===== src/rtl/itlb_buffer_pkg.sv =====
// Shared definitions for the instruction-side TLB buffer and the segment decoder.
package itlb_buffer_pkg;

    // Main TLB entry layout: one VPN2 maps an even/odd page pair.
    typedef struct packed {
        logic [18:0] VPN2;
        logic [7:0]  ASID;
        logic        G;
        logic [19:0] PFN0;
        logic [2:0]  C0;
        logic        D0;
        logic        V0;
        logic [19:0] PFN1;
        logic [2:0]  C1;
        logic        D1;
        logic        V1;
    } TLB_Entry;

    typedef enum logic {
        IDLE   = 1'b0,
        SEARCH = 1'b1
    } itlb_state_t;

    localparam logic [2:0] SEG_KSEG0         = 3'b100;
    localparam logic [2:0] SEG_KSEG1         = 3'b101;
    localparam logic [2:0] CACHE_ATTR_CACHED = 3'b011;

endpackage


===== src/rtl/itlb_buffer_vaddr_seg_decode.sv =====
// Combinational virtual segment decode: mapped flag plus unmapped translation.
module vaddr_seg_decode
    import itlb_buffer_pkg::*;
(
    input  logic [31:0] vaddr,
    input  logic [2:0]  cfg_k0,
    output logic        mapped,
    output logic [31:0] paddr,
    output logic        cacheable
);

    // kseg0/kseg1 strip the top three bits; everything else goes through the TLB.
    always_comb begin
        mapped    = 1'b1;
        paddr     = {3'b000, vaddr[28:0]};
        cacheable = 1'b0;
        if (vaddr[31:29] == SEG_KSEG0) begin
            mapped    = 1'b0;
            cacheable = (cfg_k0 == CACHE_ATTR_CACHED);
        end else if (vaddr[31:29] == SEG_KSEG1) begin
            mapped    = 1'b0;
        end
    end

endmodule


===== src/rtl/itlb_buffer.sv =====
// Single-entry instruction TLB buffer in front of main TLB search port 0.
module itlb_buffer
    import itlb_buffer_pkg::*;
(
    input  logic        clk,
    input  logic        rst,
    input  logic        req_valid,
    input  logic [31:0] req_vaddr,
    input  logic [7:0]  cp0_asid,
    input  logic [2:0]  cfg_k0,
    input  logic        tlbw_inv,
    input  logic        asid_chg,
    input  logic        flush,
    output logic [18:0] tlb_vpn2,
    input  logic        tlb_found,
    input  TLB_Entry    tlb_entry,
    output logic [31:0] paddr,
    output logic        cacheable,
    output logic        stall,
    output logic        exc_refill,
    output logic        exc_invalid
);

    itlb_state_t state;
    TLB_Entry    entry;
    logic        valid;
    logic        nf_valid;
    logic [18:0] nf_vpn2;
    logic [18:0] search_vpn2;

    logic        mapped;
    logic [31:0] seg_paddr;
    logic        seg_cacheable;

    logic        active;
    logic        hit;
    logic        nf_hit;
    logic        miss;
    logic [19:0] sel_pfn;
    logic [2:0]  sel_c;
    logic        sel_v;
    logic        invalidate;
    logic        unused_dirty;

    vaddr_seg_decode u_seg (
        .vaddr     (req_vaddr),
        .cfg_k0    (cfg_k0),
        .mapped    (mapped),
        .paddr     (seg_paddr),
        .cacheable (seg_cacheable)
    );

    assign tlb_vpn2     = search_vpn2;
    assign invalidate   = tlbw_inv | asid_chg;
    assign unused_dirty = entry.D0 ^ entry.D1;

    // Buffer lookup, page select and the fetch-facing response.
    always_comb begin
        active  = req_valid && !flush;
        hit     = valid && (entry.VPN2 == req_vaddr[31:13]) &&
                  ((entry.ASID == cp0_asid) || entry.G);
        nf_hit  = nf_valid && (nf_vpn2 == req_vaddr[31:13]);
        sel_pfn = req_vaddr[12] ? entry.PFN1 : entry.PFN0;
        sel_c   = req_vaddr[12] ? entry.C1   : entry.C0;
        sel_v   = req_vaddr[12] ? entry.V1   : entry.V0;
        miss    = mapped && !hit && !nf_hit;

        if (mapped) begin
            paddr     = {sel_pfn, req_vaddr[11:0]};
            cacheable = (sel_c == CACHE_ATTR_CACHED);
        end else begin
            paddr     = seg_paddr;
            cacheable = seg_cacheable;
        end

        exc_invalid = active && mapped && hit && !sel_v;
        exc_refill  = active && mapped && !hit && nf_hit;
        stall       = active && (miss || (state == SEARCH));
    end

    // Miss FSM: latch the VPN2, search the main TLB for one cycle, then fill or record not-found.
    always_ff @(posedge clk) begin
        if (rst) begin
            state       <= IDLE;
            entry       <= '0;
            valid       <= 1'b0;
            nf_valid    <= 1'b0;
            nf_vpn2     <= '0;
            search_vpn2 <= '0;
        end else begin
            case (state)
                IDLE: begin
                    if (active && miss) begin
                        search_vpn2 <= req_vaddr[31:13];
                        state       <= SEARCH;
                    end
                end
                SEARCH: begin
                    state <= IDLE;
                    if (!flush && !invalidate) begin
                        if (tlb_found) begin
                            entry    <= tlb_entry;
                            valid    <= 1'b1;
                            nf_valid <= 1'b0;
                        end else begin
                            nf_valid <= 1'b1;
                            nf_vpn2  <= search_vpn2;
                        end
                    end
                end
                default: state <= IDLE;
            endcase
            // Invalidation wins over anything written above in the same cycle.
            if (invalidate) begin
                valid    <= 1'b0;
                nf_valid <= 1'b0;
            end
        end
    end

endmodule


===== config.mk =====
export PLATFORM = sky130hd
export DESIGN_NAME = itlb_buffer
export DESIGN_NICKNAME = d
export VERILOG_FILES = /design/src/rtl/itlb_buffer_pkg.sv /design/src/rtl/itlb_buffer_vaddr_seg_decode.sv /design/src/rtl/itlb_buffer.sv
export SDC_FILE = /design/constraint.sdc
export NUM_CORES = 1
export LEC_CHECK = 0
export BUFFER_PORTS_ARGS = -buffer_cell sky130_fd_sc_hd__buf_2
export CORE_AREA = 5 5 139 88
export CTS_CLUSTER_DIAMETER = 100
export DETAILED_ROUTE_END_ITERATION = 12
export DIE_AREA = 0 0 144 93
export PLACE_DENSITY = 0.78
export SYNTH_ARGS = -nofsm -noshare
export SYNTH_HDL_FRONTEND = slang
export SYNTH_SLANG_ARGS = --single-unit

===== constraint.sdc =====
create_clock -name clk -period 2.7 [get_ports clk]
set_input_delay 0.135 -clock clk [delete_from_list [all_inputs] [get_ports clk]]
set_output_delay 0.135 -clock clk [all_outputs]
set_load 0.05 [all_outputs]

==> key figures <==
Synth
  – Count leader, synth: nand2_1
  – Mux cell area share after synthesis: 7.21%
  – Cell taking the most area after synthesis: dfxtp_1
  – XOR/XNOR share of the synthesized area: 7.64%
  – Netlist Area Pre-Place: 0.00528 mm²
  – Yosys warnings: 0
  – Post-synthesis compound-gate area fraction: between 10 and 15%
  – Synth cell count leaders: nand2_1 (207), dfxtp_1 (117), a21oi_1 (97), nand2b_1 (40), clkbuf_1 (39)
  – EDFF count, synth: 0
  – Asr flop ratio synth: 0%
  – Seq/Total Area, Yosys: between 40% and 50%
  – Largest family of logic cells by synthesized area: simple AND/OR/NAND/NOR gates
  – Synth unique cells: 26
  – Mapped Cells: 664
  – Number of register bits inferred by synthesis: 117
  – Syn_area_per_cell: approximately 8 µm²
  – Synth Area in Simple Gates: about a quarter
  – Share of the synthesized area in the top cell type: 44.4%
  – Largest cells by area after synthesis: dfxtp_1 (44%), nand2_1 (15%), a21oi_1 (9.2%)
  – Synthesized-area fraction occupied by adder cells: 0%
  – Main synth FF type: dfxtp_1
  – Mapped Nets: 792

Min path
  – Worst hold stages: 3
  – Hold path endpoint: entry[68]
  – Min-delay src: tlb_entry[68]
  – Worst hold-check path type: primary input to register

Detailed routing
  – Via Count: 5,241
  – Post-route ant nets: 0
  – DRT iter0 DRCs: 354
  – Via/cell ratio: 5.09
  – DRT Pass-1 Iters: 5
  – DR WL/cell: 16.3 µm
  – DRC: 0
  – DRT Wirelength: 16,800 µm

Die
  – CORE AREA: ~0.011 mm²
  – # IOs: 183
  – # rows: 30
  – Initial core utilization: 48.3%
  – Die area: 0.0134 mm²
  – Die Wd: 144 µm
  – Die Height: between 90 and 100 µm

STA
  – Worst-Margin Slew: around 0.86 ns
  – Max transition margin: 42.5%
  – Final hold violation count: 0
  – # setup viols final: 0
  – Clock skew: 0.00919 ns
  – Max Clock Freq: ~0.38 GHz
  – Worst Slack Setup Final: 0.0521 ns
  – Min Clock Period, post-route: 2.65 ns
  – RSZ-0062 raised after global routing: no
  – Period utilization: 98.1%
  – Worst hold margin: 0.0309 ns
  – Count of pins over their slew limit: 0
  – TNS Setup: 0 ns

Critical path
  – Worst-path cell chain: xor2_1, nor4_1, nand3_1, or4_4, a2111oi_4, buf_6
  – Startpoint types: register
  – Reg2Reg Depth: 6
  – Largest fanout on the critical path: 4
  – CP peak stage delay: 0.56 ns
  – Reg2Reg Launch Point: state
  – Worst reg2reg endpoint: valid
  – CP Class: register to output pin
  – Critical Path RT: 2.57 ns
  – Kind of end point of the critical path: output pin
  – Crit path from: entry[70]
  – Crit-path slowest cell: or4_4
  – R2R Setup Slk: about 0.4 ns
  – Data arrival, critical path: 2.51 ns

CTS
  – Post-CTS Setup Repair Bufs: 0
  – Max Root-Sink Buffers: 2
  – Reg clk slew, reported paths: 0.06 ns
  – CTS tree: done
  – CTS buffer count: 17
  – Clk_lat worst skew: 0.41 ns
  – Root buf cell: clkbuf_16
  – Max H-tree Level: 4
  – Clock net sink count: 117

Global route
  – First-pass GRT wire length: 26,100 µm
  – Largest net degree at the start of global routing: between 90 and 100
  – Initial antenna violation count: 0
  – Tot GR Track Use: 25.1%
  – GR Overflow Total: 0
  – Vias in the first global route: 5,140

Place
  – Port Buf Inserts: 156
  – Pre-CTS setup slack: 0.351 ns
  – Hpwl dp: 10,900 µm
  – Gpl congestion: ~0.85

Power
  – Leakage power: 3.05 nW
  – Pwr dens: between 600 and 700 mW/mm²
  – Maximum vdd drop: between 0.4 and 0.5 mV
  – Post-route total power: 4.65 mW

Layout
  – Fin nets: 1,000
  – Post-layout util: 69.0%
  – Area grow syn2layout: 42.9%
  – Layout cell share with drive strength beyond 1: about a quarter

Flow run
  – Total of max-cap violations: 0

Outcome
  – Outcome: finished, final reports clean
## report_power, final
group | switching, mW | leakage [nW] | total [mW] | internal (mW)
clock | 0.808 | 0.298 | 2.40 | 1.59
combinational | 0.276 | 1.81 | 0.493 | 0.216
sequential | 0.0128 | 0.944 | 1.76 | 1.75
total | 1.10 | 3.05 | 4.65 | 3.55
## worst max path at each step
| stage | endpoint | cells after the start | slack [ns] |
|---|---|---|---|
| after CTS | exc_invalid | 6 | 0.02 |
| after global routing | exc_invalid | 6 | 0.002 |
| final | exc_invalid | 6 | 0.05 |
| after floorplan | exc_invalid | 5 | 0.08 |
| after detailed placement | exc_invalid | 6 | 0.35 |
| after global placement | exc_invalid | 6 | 0.38 |
## final cells by class
type / instances / area [µm²]
fillers: 857 / 3380
multi-input cells: 491 / 2700
flip-flops and latches: 117 / 2340
repair buffers: 245 / 1680
clock buffers: 20 / 457
well taps: 144 / 180
clock inverters: 12 / 178
diodes: 1 / 2.50
## layout by cell type (no fill, tap or decap), types with 8 or more instances in the layout
cell type and n:
mux2i_1 38, clkbuf_16 17, nor4_1 8, xnor2_1 14
nand2_1 207, nand2b_1 40, o21ai_0 18, dfxtp_1 117
xor2_1 32, buf_4 10, nor2_1 10, dlygate4sd3_1 78
buf_2 154, a21oi_1 97
## kinds of logic after synthesis
kind of cell | after synthesis
and+or+nand+nor | 289
AOI/OAI and AO/OA | 118
DFF | 117
buffers and inverters | 56
xor gates and xnor gates | 46
muxes | 38
## worst max-delay path: cells and delay by family, from the launching register on
kind | cells | cell delay, ns
and+or+nand+nor | 3 | 1.06
xor gates and xnor gates | 1 | 0.17
buffers and inverters | 1 | 0.21
AOI/OAI and AO/OA | 1 | 0.36
DFF | 1 | 0.32
## sequential cells by signal (all words and copies together) (netlist names)
name      count
tlb_vpn2     19
entry        76
valid         1
nf_vpn2      19
state         1
nf_valid      1
## per-layer routing
metal | GRT usage [%] | vias up | routed length, µm | part of all wire [%]
li1 | - | 2589 | - | -
met2 | 38.9 | 202 | 7720 | 46
met3 | 6.64 | 35 | 1280 | 7.6
met1 | 32.8 | 2415 | 7410 | 44
met4 | 11.4 | 0 | 376 | 2.2
met5 | 0 | - | 0 | 0
## through the flow
| step | cell area, µm² | std cells |
|---|---|---|
| after floorplan | 5280 | 664 |
| after global placement | 6090 | 919 |
| after detailed placement | 6090 | 919 |
| after CTS | 7530 | 1029 |
| after global routing | 7540 | 1029 |
| final | 7540 | 1030 |
## timing repair
action,in CTS,in global routing
gates resized for setup,3,2
pin swaps,2,1
hold buffers,78,0
hold endpoints to repair,77,0
setup endpoints to repair,1,2
Note: power is estimated with default switching activity, not from simulation.
